<file path="src/rtl/freq_seq_pkg.sv">
`default_nettype none
// ============================================================================
// Module      : freq_seq_pkg
// Description : Shared types for the freq profile sequencer: FSM state
//               encoding, profile-entry field widths, the packed entry
//               layout and a saturating dwell decrement helper.
// Ports       : none (package)
// Revision    : 1.0 - initial release
// ============================================================================
package freq_seq_pkg;

    localparam int FREQ_W  = 32;
    localparam int PHA_W   = 32;
    localparam int PULSE_W = 16;
    localparam int DWELL_W = 32;
    // freq + pha + pulses + limited flag + dwell = 113 bits
    localparam int ENTRY_W = FREQ_W + PHA_W + PULSE_W + 1 + DWELL_W;

    typedef enum logic [2:0] {
        S_IDLE   = 3'd0,
        S_LOAD   = 3'd1,
        S_SETTLE = 3'd2,
        S_ARM    = 3'd3,
        S_DWELL  = 3'd4,
        S_NEXT   = 3'd5
    } state_t;

    typedef struct packed {
        logic [FREQ_W-1:0]  freq;
        logic [PHA_W-1:0]   pha;
        logic [PULSE_W-1:0] pulses;
        logic               limited;
        logic [DWELL_W-1:0] dwell;
    } entry_t;

    // Dwell counter never wraps below zero.
    function automatic logic [DWELL_W-1:0] dwell_dec(input logic [DWELL_W-1:0] v);
        return (v == '0) ? '0 : v - DWELL_W'(1);
    endfunction

endpackage
`default_nettype wire

</file>
<file path="src/rtl/freq_profile_seq_if.sv">
`default_nettype none
// ============================================================================
// Module      : freq_profile_seq_if
// Description : Bundles the host-side table/control signals and the
//               freq-channel-side config/status signals of the sequencer.
//               master : host/driver side (drives I_*, observes O_*)
//               slave  : sequencer side (observes I_*, drives O_*)
// Revision    : 1.0 - initial release
// ============================================================================
interface freq_profile_seq_if #(
    parameter int AW = 3
);
    import freq_seq_pkg::*;

    // host table port
    logic                I_cfg_we;
    logic [AW-1:0]       I_cfg_addr;
    logic [FREQ_W-1:0]   I_cfg_freq;
    logic [PHA_W-1:0]    I_cfg_pha;
    logic [PULSE_W-1:0]  I_cfg_pulses;
    logic                I_cfg_limited;
    logic [DWELL_W-1:0]  I_cfg_dwell;
    // sequence control
    logic [AW-1:0]       I_last_idx;
    logic                I_loop;
    logic                I_clr_pulse;
    logic                I_start;
    logic                I_abort;
    // from freq channel
    logic                I_finished;
    // to freq channel
    logic [FREQ_W-1:0]   O_freq;
    logic [PHA_W-1:0]    O_pha;
    logic [PULSE_W-1:0]  O_pluse_number;
    logic                O_limited;
    logic [1:0]          O_load;
    logic [31:0]         O_init_pulse;
    logic                O_stat;
    // sequence status
    logic                O_busy;
    logic [AW-1:0]       O_idx;
    logic                O_done;
    logic                O_timeout;

    modport master (
        output I_cfg_we, I_cfg_addr, I_cfg_freq, I_cfg_pha, I_cfg_pulses,
               I_cfg_limited, I_cfg_dwell, I_last_idx, I_loop, I_clr_pulse,
               I_start, I_abort, I_finished,
        input  O_freq, O_pha, O_pluse_number, O_limited, O_load, O_init_pulse,
               O_stat, O_busy, O_idx, O_done, O_timeout
    );

    modport slave (
        input  I_cfg_we, I_cfg_addr, I_cfg_freq, I_cfg_pha, I_cfg_pulses,
               I_cfg_limited, I_cfg_dwell, I_last_idx, I_loop, I_clr_pulse,
               I_start, I_abort, I_finished,
        output O_freq, O_pha, O_pluse_number, O_limited, O_load, O_init_pulse,
               O_stat, O_busy, O_idx, O_done, O_timeout
    );

endinterface
`default_nettype wire

</file>
<file path="src/rtl/freq_seq_table.sv">
`default_nettype none
// ============================================================================
// Module      : freq_seq_table
// Description : DEPTH x ENTRY_W profile register file. Synchronous write,
//               asynchronous read, synchronous zeroing on reset.
// Ports       : clk, reset_n (sync, active low), we/waddr/wdata (write),
//               raddr/rdata (combinational read)
// Revision    : 1.0 - initial release
// ============================================================================
module freq_seq_table
    import freq_seq_pkg::*;
#(
    parameter int DEPTH = 8,
    parameter int AW    = 3
) (
    input  logic               clk,
    input  logic               reset_n,
    input  logic               we,
    input  logic [AW-1:0]      waddr,
    input  logic [ENTRY_W-1:0] wdata,
    input  logic [AW-1:0]      raddr,
    output logic [ENTRY_W-1:0] rdata
);

    logic [ENTRY_W-1:0] r_mem [DEPTH];

    always_ff @(posedge clk) begin
        if (!reset_n) begin
            for (int i = 0; i < DEPTH; i++) begin
                r_mem[i] <= '0;
            end
        end else if (we) begin
            r_mem[waddr] <= wdata;
        end
    end

    assign rdata = r_mem[raddr];

endmodule
`default_nettype wire

</file>
<file path="src/rtl/freq_profile_seq.sv">
`default_nettype none
// ============================================================================
// Module      : freq_profile_seq
// Description : Steps one freq tachometer channel through a table of speed
//               profiles. Each visit latches an entry onto the config
//               outputs, pulses the load strobe(s), waits for the channel to
//               settle, then dwells until timeout or limited-mode finish.
// Ports       : I_clk, I_reset_n (sync, active low)
//               bus (slave) : table writes, start/abort/loop control,
//                             freq config outputs, busy/idx/done/timeout
// Revision    : 1.0 - initial release
// ============================================================================
module freq_profile_seq
    import freq_seq_pkg::*;
#(
    parameter int DEPTH     = 8,
    parameter int AW        = 3,
    parameter int LOAD_HOLD = 4
) (
    input  logic              I_clk,
    input  logic              I_reset_n,
    freq_profile_seq_if.slave bus
);

    localparam int c_HOLD_W = $clog2(LOAD_HOLD + 1);
    localparam logic [c_HOLD_W-1:0] c_HOLD_INIT = c_HOLD_W'(LOAD_HOLD - 1);

    state_t               r_state, w_state_nxt;
    logic [AW-1:0]        r_idx, w_idx_nxt;
    logic [c_HOLD_W-1:0]  r_hold, w_hold_nxt;
    logic                 r_init, w_init_nxt;
    logic [DWELL_W-1:0]   r_cnt;
    logic [DWELL_W-1:0]   r_dwell;
    logic [FREQ_W-1:0]    r_freq;
    logic [PHA_W-1:0]     r_pha;
    logic [PULSE_W-1:0]   r_pulses;
    logic                 r_limited;
    logic [1:0]           r_load;
    logic                 r_stat, r_busy, r_done, r_timeout;

    logic                 w_done_nxt, w_to_set, w_start_acc;
    logic                 w_enter_load, w_enter_arm, w_expire;
    entry_t               w_rd_entry, w_wr_entry;

    assign w_wr_entry = '{freq:    bus.I_cfg_freq,
                          pha:     bus.I_cfg_pha,
                          pulses:  bus.I_cfg_pulses,
                          limited: bus.I_cfg_limited,
                          dwell:   bus.I_cfg_dwell};

    // Read port follows the index being entered so the entry can be
    // latched on the same edge that enters LOAD.
    freq_seq_table #(.DEPTH(DEPTH), .AW(AW)) u_table (
        .clk     (I_clk),
        .reset_n (I_reset_n),
        .we      (bus.I_cfg_we),
        .waddr   (bus.I_cfg_addr),
        .wdata   (w_wr_entry),
        .raddr   (w_idx_nxt),
        .rdata   (w_rd_entry)
    );

    // Counter is preloaded with dwell-1 as ARM is entered, so the ARM cycle
    // itself counts; reaching 1 in DWELL means N clocks including NEXT.
    assign w_expire = (r_dwell != '0) && (r_cnt <= DWELL_W'(1));

    always_comb begin
        w_state_nxt  = r_state;
        w_idx_nxt    = r_idx;
        w_hold_nxt   = r_hold;
        w_init_nxt   = 1'b0;
        w_done_nxt   = 1'b0;
        w_to_set     = 1'b0;
        w_start_acc  = 1'b0;
        w_enter_load = 1'b0;
        w_enter_arm  = 1'b0;

        case (r_state)
            S_IDLE: begin
                if (bus.I_start) begin
                    w_state_nxt  = S_LOAD;
                    w_idx_nxt    = '0;
                    w_hold_nxt   = c_HOLD_INIT;
                    w_init_nxt   = bus.I_clr_pulse;
                    w_start_acc  = 1'b1;
                    w_enter_load = 1'b1;
                end
            end
            S_LOAD: begin
                w_init_nxt = r_init;
                if (r_hold == '0) begin
                    w_state_nxt = S_SETTLE;
                    w_hold_nxt  = c_HOLD_INIT;
                end else begin
                    w_hold_nxt = r_hold - c_HOLD_W'(1);
                end
            end
            S_SETTLE: begin
                if (r_hold == '0) begin
                    w_state_nxt = S_ARM;
                    w_enter_arm = 1'b1;
                end else begin
                    w_hold_nxt = r_hold - c_HOLD_W'(1);
                end
            end
            S_ARM: begin
                // A finished flag still high from the previous entry must
                // drop before a limited entry starts watching it.
                if (!r_limited || !bus.I_finished) begin
                    w_state_nxt = S_DWELL;
                end
            end
            S_DWELL: begin
                if (r_limited) begin
                    if (bus.I_finished) begin
                        w_state_nxt = S_NEXT;
                    end else if (w_expire) begin
                        w_state_nxt = S_NEXT;
                        w_to_set    = 1'b1;
                    end
                end else if (w_expire) begin
                    w_state_nxt = S_NEXT;
                end
            end
            S_NEXT: begin
                if ((r_idx == bus.I_last_idx) && !bus.I_loop) begin
                    w_state_nxt = S_IDLE;
                    w_done_nxt  = 1'b1;
                end else begin
                    w_state_nxt  = S_LOAD;
                    w_idx_nxt    = (r_idx == bus.I_last_idx) ? '0 : r_idx + AW'(1);
                    w_hold_nxt   = c_HOLD_INIT;
                    w_enter_load = 1'b1;
                end
            end
            default: begin
                w_state_nxt = S_IDLE;
            end
        endcase

        if (bus.I_abort) begin
            w_state_nxt  = S_IDLE;
            w_idx_nxt    = r_idx;
            w_hold_nxt   = r_hold;
            w_init_nxt   = 1'b0;
            w_done_nxt   = 1'b0;
            w_to_set     = 1'b0;
            w_start_acc  = 1'b0;
            w_enter_load = 1'b0;
            w_enter_arm  = 1'b0;
        end
    end

    always_ff @(posedge I_clk) begin
        if (!I_reset_n) begin
            r_state <= S_IDLE;
        end else begin
            r_state <= w_state_nxt;
        end
    end

    always_ff @(posedge I_clk) begin
        if (!I_reset_n) begin
            r_idx     <= '0;
            r_hold    <= '0;
            r_init    <= 1'b0;
            r_cnt     <= '0;
            r_dwell   <= '0;
            r_freq    <= '0;
            r_pha     <= '0;
            r_pulses  <= '0;
            r_limited <= 1'b0;
            r_load    <= 2'b00;
            r_stat    <= 1'b0;
            r_busy    <= 1'b0;
            r_done    <= 1'b0;
            r_timeout <= 1'b0;
        end else begin
            r_idx  <= w_idx_nxt;
            r_hold <= w_hold_nxt;
            r_init <= w_init_nxt;
            r_load <= {(w_state_nxt == S_LOAD) && w_init_nxt, w_state_nxt == S_LOAD};
            r_stat <= (w_state_nxt != S_IDLE);
            r_busy <= (w_state_nxt != S_IDLE);
            r_done <= w_done_nxt;

            if (w_enter_load) begin
                r_freq    <= w_rd_entry.freq;
                r_pha     <= w_rd_entry.pha;
                r_pulses  <= w_rd_entry.pulses;
                r_limited <= w_rd_entry.limited;
                r_dwell   <= w_rd_entry.dwell;
            end

            if (w_enter_arm) begin
                r_cnt <= dwell_dec(r_dwell);
            end else if ((r_state == S_ARM) || (r_state == S_DWELL)) begin
                r_cnt <= dwell_dec(r_cnt);
            end

            if (w_start_acc) begin
                r_timeout <= 1'b0;
            end else if (w_to_set) begin
                r_timeout <= 1'b1;
            end
        end
    end

    assign bus.O_freq         = r_freq;
    assign bus.O_pha          = r_pha;
    assign bus.O_pluse_number = r_pulses;
    assign bus.O_limited      = r_limited;
    assign bus.O_load         = r_load;
    assign bus.O_init_pulse   = '0;
    assign bus.O_stat         = r_stat;
    assign bus.O_busy         = r_busy;
    assign bus.O_idx          = r_idx;
    assign bus.O_done         = r_done;
    assign bus.O_timeout      = r_timeout;

endmodule
`default_nettype wire

</file>
<file path="src/flat_wrapper.sv">
// flat-port wrapper written by rule: the top's interface ports become plain ports
module freq_profile_seq_flat import freq_seq_pkg::*;
#(
    parameter int DEPTH     = 8,
    parameter int AW        = 3,
    parameter int LOAD_HOLD = 4
)
  (I_clk, I_reset_n, bus_I_cfg_we, bus_I_cfg_addr, bus_I_cfg_freq, bus_I_cfg_pha, bus_I_cfg_pulses, bus_I_cfg_limited, bus_I_cfg_dwell, bus_I_last_idx, bus_I_loop, bus_I_clr_pulse, bus_I_start, bus_I_abort, bus_I_finished, bus_O_freq, bus_O_pha, bus_O_pluse_number, bus_O_limited, bus_O_load, bus_O_init_pulse, bus_O_stat, bus_O_busy, bus_O_idx, bus_O_done, bus_O_timeout);
  freq_profile_seq_if #(.AW(AW)) bus_i ();
  input  logic I_clk;
  input  logic I_reset_n;
  input wire logic [$bits(bus_i.I_cfg_we)-1:0] bus_I_cfg_we;
  input wire logic [$bits(bus_i.I_cfg_addr)-1:0] bus_I_cfg_addr;
  input wire logic [$bits(bus_i.I_cfg_freq)-1:0] bus_I_cfg_freq;
  input wire logic [$bits(bus_i.I_cfg_pha)-1:0] bus_I_cfg_pha;
  input wire logic [$bits(bus_i.I_cfg_pulses)-1:0] bus_I_cfg_pulses;
  input wire logic [$bits(bus_i.I_cfg_limited)-1:0] bus_I_cfg_limited;
  input wire logic [$bits(bus_i.I_cfg_dwell)-1:0] bus_I_cfg_dwell;
  input wire logic [$bits(bus_i.I_last_idx)-1:0] bus_I_last_idx;
  input wire logic [$bits(bus_i.I_loop)-1:0] bus_I_loop;
  input wire logic [$bits(bus_i.I_clr_pulse)-1:0] bus_I_clr_pulse;
  input wire logic [$bits(bus_i.I_start)-1:0] bus_I_start;
  input wire logic [$bits(bus_i.I_abort)-1:0] bus_I_abort;
  input wire logic [$bits(bus_i.I_finished)-1:0] bus_I_finished;
  output wire logic [$bits(bus_i.O_freq)-1:0] bus_O_freq;
  output wire logic [$bits(bus_i.O_pha)-1:0] bus_O_pha;
  output wire logic [$bits(bus_i.O_pluse_number)-1:0] bus_O_pluse_number;
  output wire logic [$bits(bus_i.O_limited)-1:0] bus_O_limited;
  output wire logic [$bits(bus_i.O_load)-1:0] bus_O_load;
  output wire logic [$bits(bus_i.O_init_pulse)-1:0] bus_O_init_pulse;
  output wire logic [$bits(bus_i.O_stat)-1:0] bus_O_stat;
  output wire logic [$bits(bus_i.O_busy)-1:0] bus_O_busy;
  output wire logic [$bits(bus_i.O_idx)-1:0] bus_O_idx;
  output wire logic [$bits(bus_i.O_done)-1:0] bus_O_done;
  output wire logic [$bits(bus_i.O_timeout)-1:0] bus_O_timeout;
  assign bus_i.I_cfg_we = bus_I_cfg_we;
  assign bus_i.I_cfg_addr = bus_I_cfg_addr;
  assign bus_i.I_cfg_freq = bus_I_cfg_freq;
  assign bus_i.I_cfg_pha = bus_I_cfg_pha;
  assign bus_i.I_cfg_pulses = bus_I_cfg_pulses;
  assign bus_i.I_cfg_limited = bus_I_cfg_limited;
  assign bus_i.I_cfg_dwell = bus_I_cfg_dwell;
  assign bus_i.I_last_idx = bus_I_last_idx;
  assign bus_i.I_loop = bus_I_loop;
  assign bus_i.I_clr_pulse = bus_I_clr_pulse;
  assign bus_i.I_start = bus_I_start;
  assign bus_i.I_abort = bus_I_abort;
  assign bus_i.I_finished = bus_I_finished;
  assign bus_O_freq = bus_i.O_freq;
  assign bus_O_pha = bus_i.O_pha;
  assign bus_O_pluse_number = bus_i.O_pluse_number;
  assign bus_O_limited = bus_i.O_limited;
  assign bus_O_load = bus_i.O_load;
  assign bus_O_init_pulse = bus_i.O_init_pulse;
  assign bus_O_stat = bus_i.O_stat;
  assign bus_O_busy = bus_i.O_busy;
  assign bus_O_idx = bus_i.O_idx;
  assign bus_O_done = bus_i.O_done;
  assign bus_O_timeout = bus_i.O_timeout;
  freq_profile_seq #(.DEPTH(DEPTH), .AW(AW), .LOAD_HOLD(LOAD_HOLD)) u_core (.I_clk(I_clk), .I_reset_n(I_reset_n), .bus(bus_i));
endmodule
</file>
<file path="config.mk">
export PLATFORM = sky130hd
export DESIGN_NAME = freq_profile_seq_flat
export DESIGN_NICKNAME = d
export VERILOG_FILES = /design/src/rtl/freq_seq_pkg.sv /design/src/rtl/freq_profile_seq_if.sv /design/src/rtl/freq_seq_table.sv /design/src/rtl/freq_profile_seq.sv /design/src/flat_wrapper.sv
export SDC_FILE = /design/constraint.sdc
export NUM_CORES = 2
export LEC_CHECK = 0
export ABC_AREA = 1
export CAP_MARGIN = 0
export CORE_UTILIZATION = 60
export CTS_CLUSTER_SIZE = 14
export DETAILED_ROUTE_END_ITERATION = 16
export GPL_TIMING_DRIVEN = 0
export PLACE_DENSITY = 0.79
export REMOVE_ABC_BUFFERS = 1
export SLEW_MARGIN = 20
export SYNTH_ARGS = -nofsm -noshare
export SYNTH_HDL_FRONTEND = slang
export SYNTH_HIERARCHICAL = 1
export SYNTH_SLANG_ARGS = --single-unit
</file>
<file path="constraint.sdc">
create_clock -name I_clk -period 5.4 [get_ports I_clk]
set_input_delay 1.35 -clock I_clk [delete_from_list [all_inputs] [get_ports I_clk]]
set_output_delay 1.35 -clock I_clk [all_outputs]
set_load 0.005 [all_outputs]
</file>
Word level (Yosys, flattened, before mapping)
Memory sizes are Yosys's and may differ from the RTL's. A register that Yosys moved wholly into a read port is not among the register bits.
Index checks and enable logic that the tools add are counted.
- register bits after elaboration: 47
- bits in latches: 0
- RAM bits: 904
- ROM bits: 0
- bits of input ports: 127
- output and inout port bits: 122
- word-level logic and storage cells: 98
- memories kept: 1
- memory list (memory ; words ; width ; read ports ; clocked after Yosys merged registers in ; write ports ; RTL line ; text):
    u_core.u_table.r_mem ; 8 ; 113 ; 1 ; 1 ; 8 ; freq_seq_table.sv:25 ; logic [ENTRY_W-1:0] r_mem [DEPTH];
- add/subtract/negate cells: 4
- multiply operators: 0
- divide/modulo/power cells: 0
- $lt $le $gt $ge: 1
- equality and inequality tests: 10
- shifts and indexed selects: 0
- muxes and demuxes: 49
- bitwise gates (word level): 3
- reduce and logical (&&, ||, !) cells: 21
- operators with widths (kind ; count):
    $mux W32 ; 4
    $mux W113 ; 1
    $reduce_or A113 Y1 ; 1
    $logic_not A32 Y1 ; 2
    $sub A32 B1 Y32 const B ; 2
    $mux W3 ; 17
    $le A32 B1 Y1 const B ; 1
    $reduce_bool A32 Y1 ; 1
    $mux W1 ; 22
    $pmux W3 S6 ; 1
    $pmux W3 S4 ; 1
    $eq A3 B1 Y1 const B ; 2
    $eq A3 B2 Y1 const B ; 2
    $eq A3 B3 Y1 const B ; 2
    $logic_not A3 Y1 ; 2
    $ne A2 B2 Y1 const B ; 3
    $pmux W3 S2 ; 1
    $reduce_and A5 Y1 ; 1
    $logic_not A1 Y1 ; 4
    $pmux W1 S2 ; 2
    $reduce_bool A4 Y1 ; 1
    $add A3 B1 Y3 const B ; 1
    $eq A3 B3 Y1 ; 1
    $logic_and A1 B1 Y1 ; 3
    other kinds (7) ; 10

Depth between registers and ports, before layout
- word-level depth: 9
- mapped depth: 21
- gate-level depth less buffers: 16

Cells and area by module
Netlist, hierarchy kept.
- by module, submodules not included (module ; instances ; cells an instance ; area each (um2) ; sequential area each (um2)):
    freq_seq_table ; 1 ; 5047 ; 43516.7 ; 27146.0
    freq_profile_seq ; 1 ; 1247 ; 8597.0 ; 3203.1

Least setup slack after synthesis
No wires, ideal clock.
- path kind: input-to-reg
- start: input port I_reset_n
- end: memory u_core/u_table/r_mem[4][0] in the netlist's numbering, enable pin
- library setup time: 0.476 ns
- arrival time: 4.572 ns
- required time: 4.924 ns
- setup slack: 0.352 ns
- stages on the path: 7
- path buffers: 3
- cells stage by stage: buf_4 > nand2_2 > nor2_4 > nand2_2 > buf_2 > buf_4 > nand2_1
- RTL lines (item ; RTL line ; text):
    start, declared ; flat_wrapper.sv:11 ; input logic I_reset_n;
    end, declared ; freq_seq_table.sv:25 ;

Worst setup path in the final report
- start: input port bus_I_abort
- end: register u_core.r_freq[4] (netlist: u_core/bus.O_freq[4]), read port of u_core.u_table.r_mem
- cells in the longest elaborated chain, start to end: 1
- elaborated cells on any way between the ends: 2
- classes of those cells: 2 x mux
- ends and longest elaborated chain (item ; RTL line ; text):
    start, declared ; flat_wrapper.sv:23 ; input wire logic [$bits(bus_i.I_abort)-1:0] bus_I_abort;
    $mux W3 ; freq_profile_seq.sv:141 ; if (bus.I_abort) begin
    net u_core.w_idx_nxt[0] ; freq_profile_seq.sv:29 ; logic [AW-1:0] r_idx, w_idx_nxt;
    end, declared ; freq_profile_seq.sv:34 ; logic [FREQ_W-1:0] r_freq;
The timed path passes the listed nets, and every way through them passes these cells.
A chain may end at the register's enable or synchronous reset.

==> flow_metrics.env <==
export IMPL_drc_errors=0
export IMPL_drtPass1Iterations=7
export IMPL_area_delta_synth_final_pct=13.85
export IMPL_overflow=0
export IMPL_diodes=0
export IMPL_nFillCells=6271
export IMPL_nets=6490
export IMPL_die_w_um=296.7
export IMPL_status="finished clean"
export IMPL_clkPwrFrac=0.397
export IMPL_die_h_um=296.7
export IMPL_cts_clk_slew_worst_paths_ns=0.06
export IMPL_p_seq_frac=0.511
export IMPL_grt_busiest_layer="met2"
export IMPL_ir_drop_mv=0.2881
export IMPL_grt_total_usage=0.3139
export IMPL_root_buffer="clkbuf_16"
export IMPL_final_cell_mix="1646 x nand2_1, 1150 x nor2_1, 1139 x inv_1, 904 x edfxtp_1, 530 x nand3_1"
export IMPL_synth_cell_types=41
export IMPL_grt_first_pass_wirelength_um=215900
export IMPL_finalSetupViolations=0
export IMPL_cap_violations=0
export IMPL_sw_frac_of_total=0.2418
export IMPL_start_kind="input pin"
export IMPL_critPathMaxFanout=80
export IMPL_post_drt_wl_per_cell_um=18.47
export IMPL_cellInternalPower_uw=14250
export IMPL_skew_ns=0.02727
export IMPL_cts_tree="done"
export IMPL_gp_congestion=0.8636
export IMPL_std_cell_rows=107
export IMPL_rsz0062_at_grt="no"
export IMPL_ys_ff_latch=1064
export IMPL_critical_path_max_stage_delay_ns=0.56
export IMPL_finalWirelength_um=140300
export IMPL_cp_required_ns=5.97
export IMPL_period_needed_ns=5.122
export IMPL_clock_path_buffers=3
export IMPL_ant_nets=0
export IMPL_fin_crit_sh=0.9484
export IMPL_slew_viol_final=0
export IMPL_global_route_usage_met2=0.5298
export IMPL_hold_class="reg -> reg"
export IMPL_viasPerCell=5.446
export IMPL_die_area_um2=88040
export IMPL_ctsHtreeMaxLevel=3
export IMPL_p_comb_frac=0.092
export IMPL_max_slew_margin=0.4286
export IMPL_layout_commonest_cell="nand2_1"
export IMPL_met3_usage=0.03987
export IMPL_dpl_hpwl_um=74800
export IMPL_fin_util=0.6935
export IMPL_cp_arrival_ns=5.69
export IMPL_start_util=0.6092
export IMPL_max_slew_worst_pin_slew_ns=0.8552
export IMPL_clock_sinks=1064
export IMPL_tns_ns=0
export IMPL_numCtsBuffers=109
export IMPL_path_class="in -> reg"
export IMPL_syn_area_per_cell_um2=8.280
export IMPL_critPathMostFrequentCell="nand2_1"
export IMPL_antenna_found_initial=0
export IMPL_finalHoldViolCount=0
export IMPL_crit_slowest_cell="clkdlybuf4s50_1"
export IMPL_powerDensity_nw_per_um2=316.8
export IMPL_grt_pass1_vias=40780
export IMPL_io_buffers=216
export IMPL_power_switching_uw=4544
export IMPL_end_kind="register"
export IMPL_use_met1=0.4044
export IMPL_drtIter0Drc=4897
export IMPL_coreArea_um2=85550
export IMPL_p_leak_uw=0.02796
export IMPL_grt_start_max_net_pins=104
export IMPL_finalHoldWorstSlack_ns=0.4461
export IMPL_layout_drive_gt1_share=0.05471
export IMPL_ys_warnings_count=6
export IMPL_netlist_area_um2=52110
export IMPL_synthesis_instances=6294
export IMPL_clkLatencyLatePin_ns=0.70
export IMPL_ios=249
export IMPL_fmax_mhz=195.3
export IMPL_vias=41370
export IMPL_setup_slack_ns=0.2784
export IMPL_dp_slack_ns=-1.135
export IMPL_cp_cell_sequence="clkdlybuf4s50_1, inv_1, o21ai_2, nor2_2, nand2_8, nand2_2, nand2_8, buf_12, buf_16, buf_12, inv_16, buf_16, buf_16, nand2_1, nand3_1, nand2_1, nand2_1, nand2_1, o21ai_0, nor2_1"
export IMPL_p_total_uw=18790
export IMPL_ys_seq_area_frac=0.5824
-- synthesized netlist by cell type (all sizes together) --
master / n / share of area
a211oi: 2 / 0.00029
a21oi: 31 / 0.0030
a31oi: 1 / 0.00012
a32o: 1 / 0.00019
buf: 241 / 0.028
clkbuf: 116 / 0.0084
clkinv: 2 / 0.00014
conb: 1 / 0.000072
dfxtp: 160 / 0.061
edfxtp: 904 / 0.52
ha: 7 / 0.0017
inv: 1147 / 0.083
nand2: 1670 / 0.12
nand3: 532 / 0.051
nand3b: 3 / 0.00043
nand4: 12 / 0.0014
nor2: 1239 / 0.094
nor3: 5 / 0.00070
nor4: 2 / 0.00024
o211ai: 6 / 0.00086
o21ai: 160 / 0.015
o21bai: 12 / 0.0017
or2: 5 / 0.00060
xnor2: 11 / 0.0018
xor2: 24 / 0.0040
-- state kept, by name, summed over array words and instances, names as in the netlist, 2 cells and up --
name,cells
u_core/r_hold,3
u_core/u_table/r_mem,904
u_core/bus.O_pha,32
u_core/bus.O_pluse_number,16
u_core/bus.O_freq,32
u_core/bus.O_load,2
u_core/bus.O_idx,3
u_core/r_state,3
u_core/r_cnt,32
u_core/r_dwell,32
-- critical path: cells and delay by family --
family / cells / cell delay (ns)
compound gates: 2 / 0.47
buf+inv: 8 / 2.32
simple gates: 10 / 1.36
-- final timing paths --
| check | start | to | slack [ns] | cells past startpoint |
|---|---|---|---|---|
| min | u_core/bus.O_timeout | u_core/bus.O_timeout | 0.45 | 2 |
| min reg2reg | u_core/bus.O_timeout | u_core/bus.O_timeout | 0.45 | 2 |
| max | bus_I_abort | u_core/bus.O_freq[4] | 0.28 | 20 |
| max reg2reg | u_core/bus.O_idx[2] | u_core/bus.O_freq[12] | 0.98 | 20 |
-- power by group through the flow --
stage | Combinational [uW] | Sequential, uW | Clock [uW]
2_1_floorplan | 992 | 9770 | 0
3_3_place_gp | 1590 | 9820 | 0
3_5_place_dp | 1690 | 9770 | 0
4_1_cts | 1710 | 9600 | 7520
5_1_grt | 1910 | 9650 | 7830
6_report | 1730 | 9600 | 7460
-- cells by family after synthesis --
| logic type | share of synthesized area |
|---|---|
| compound gates | 0.02168 |
| xor+xnor | 0.005882 |
| fa+ha+maj | 0.001681 |
| buf+inv | 0.1188 |
| flops | 0.5824 |
| other cells | 0.00007196 |
| simple gates | 0.2695 |
-- metrics by stage --
| step | cell area, um2 | instances |
|---|---|---|
| 2_1_floorplan | 50360 | 5968 |
| 3_3_place_gp | 53950 | 7328 |
| 3_5_place_dp | 55660 | 7387 |
| 4_1_cts | 59310 | 7596 |
| 5_1_grt | 59330 | 7596 |
| 6_report | 59330 | 7596 |
-- layer usage --
layer  routed length, um  vias up
met5                   0        -
met4                5564        0
met3               14860      401
met2               67860     2331
met1               52000    19290
li1                    -    19350
-- timing repair --
action / 4_1_cts / 5_1_grt
cloned: 2 / 0
buffers inserted: 0 / 0
hold buffers: 0 / 0
resized for setup: 2 / 9
endpoints found under the setup margin: 27 / 45
hold endpoints to repair: 0 / 0
-- final cells by class --
| cell class | instances | area [um2] | area share |
|---|---|---|---|
| tap | 1144 | 1431 | 0.02413 |
| clock inverter | 71 | 708.2 | 0.01194 |
| clock buffer | 136 | 2869 | 0.04836 |
| sequential | 1064 | 30350 | 0.5115 |
| multi-input combinational | 3755 | 15930 | 0.2684 |
| inverter | 1149 | 4349 | 0.07330 |
| timing repair buffer | 277 | 3699 | 0.06234 |
Power figures use the tool's default switching activity.
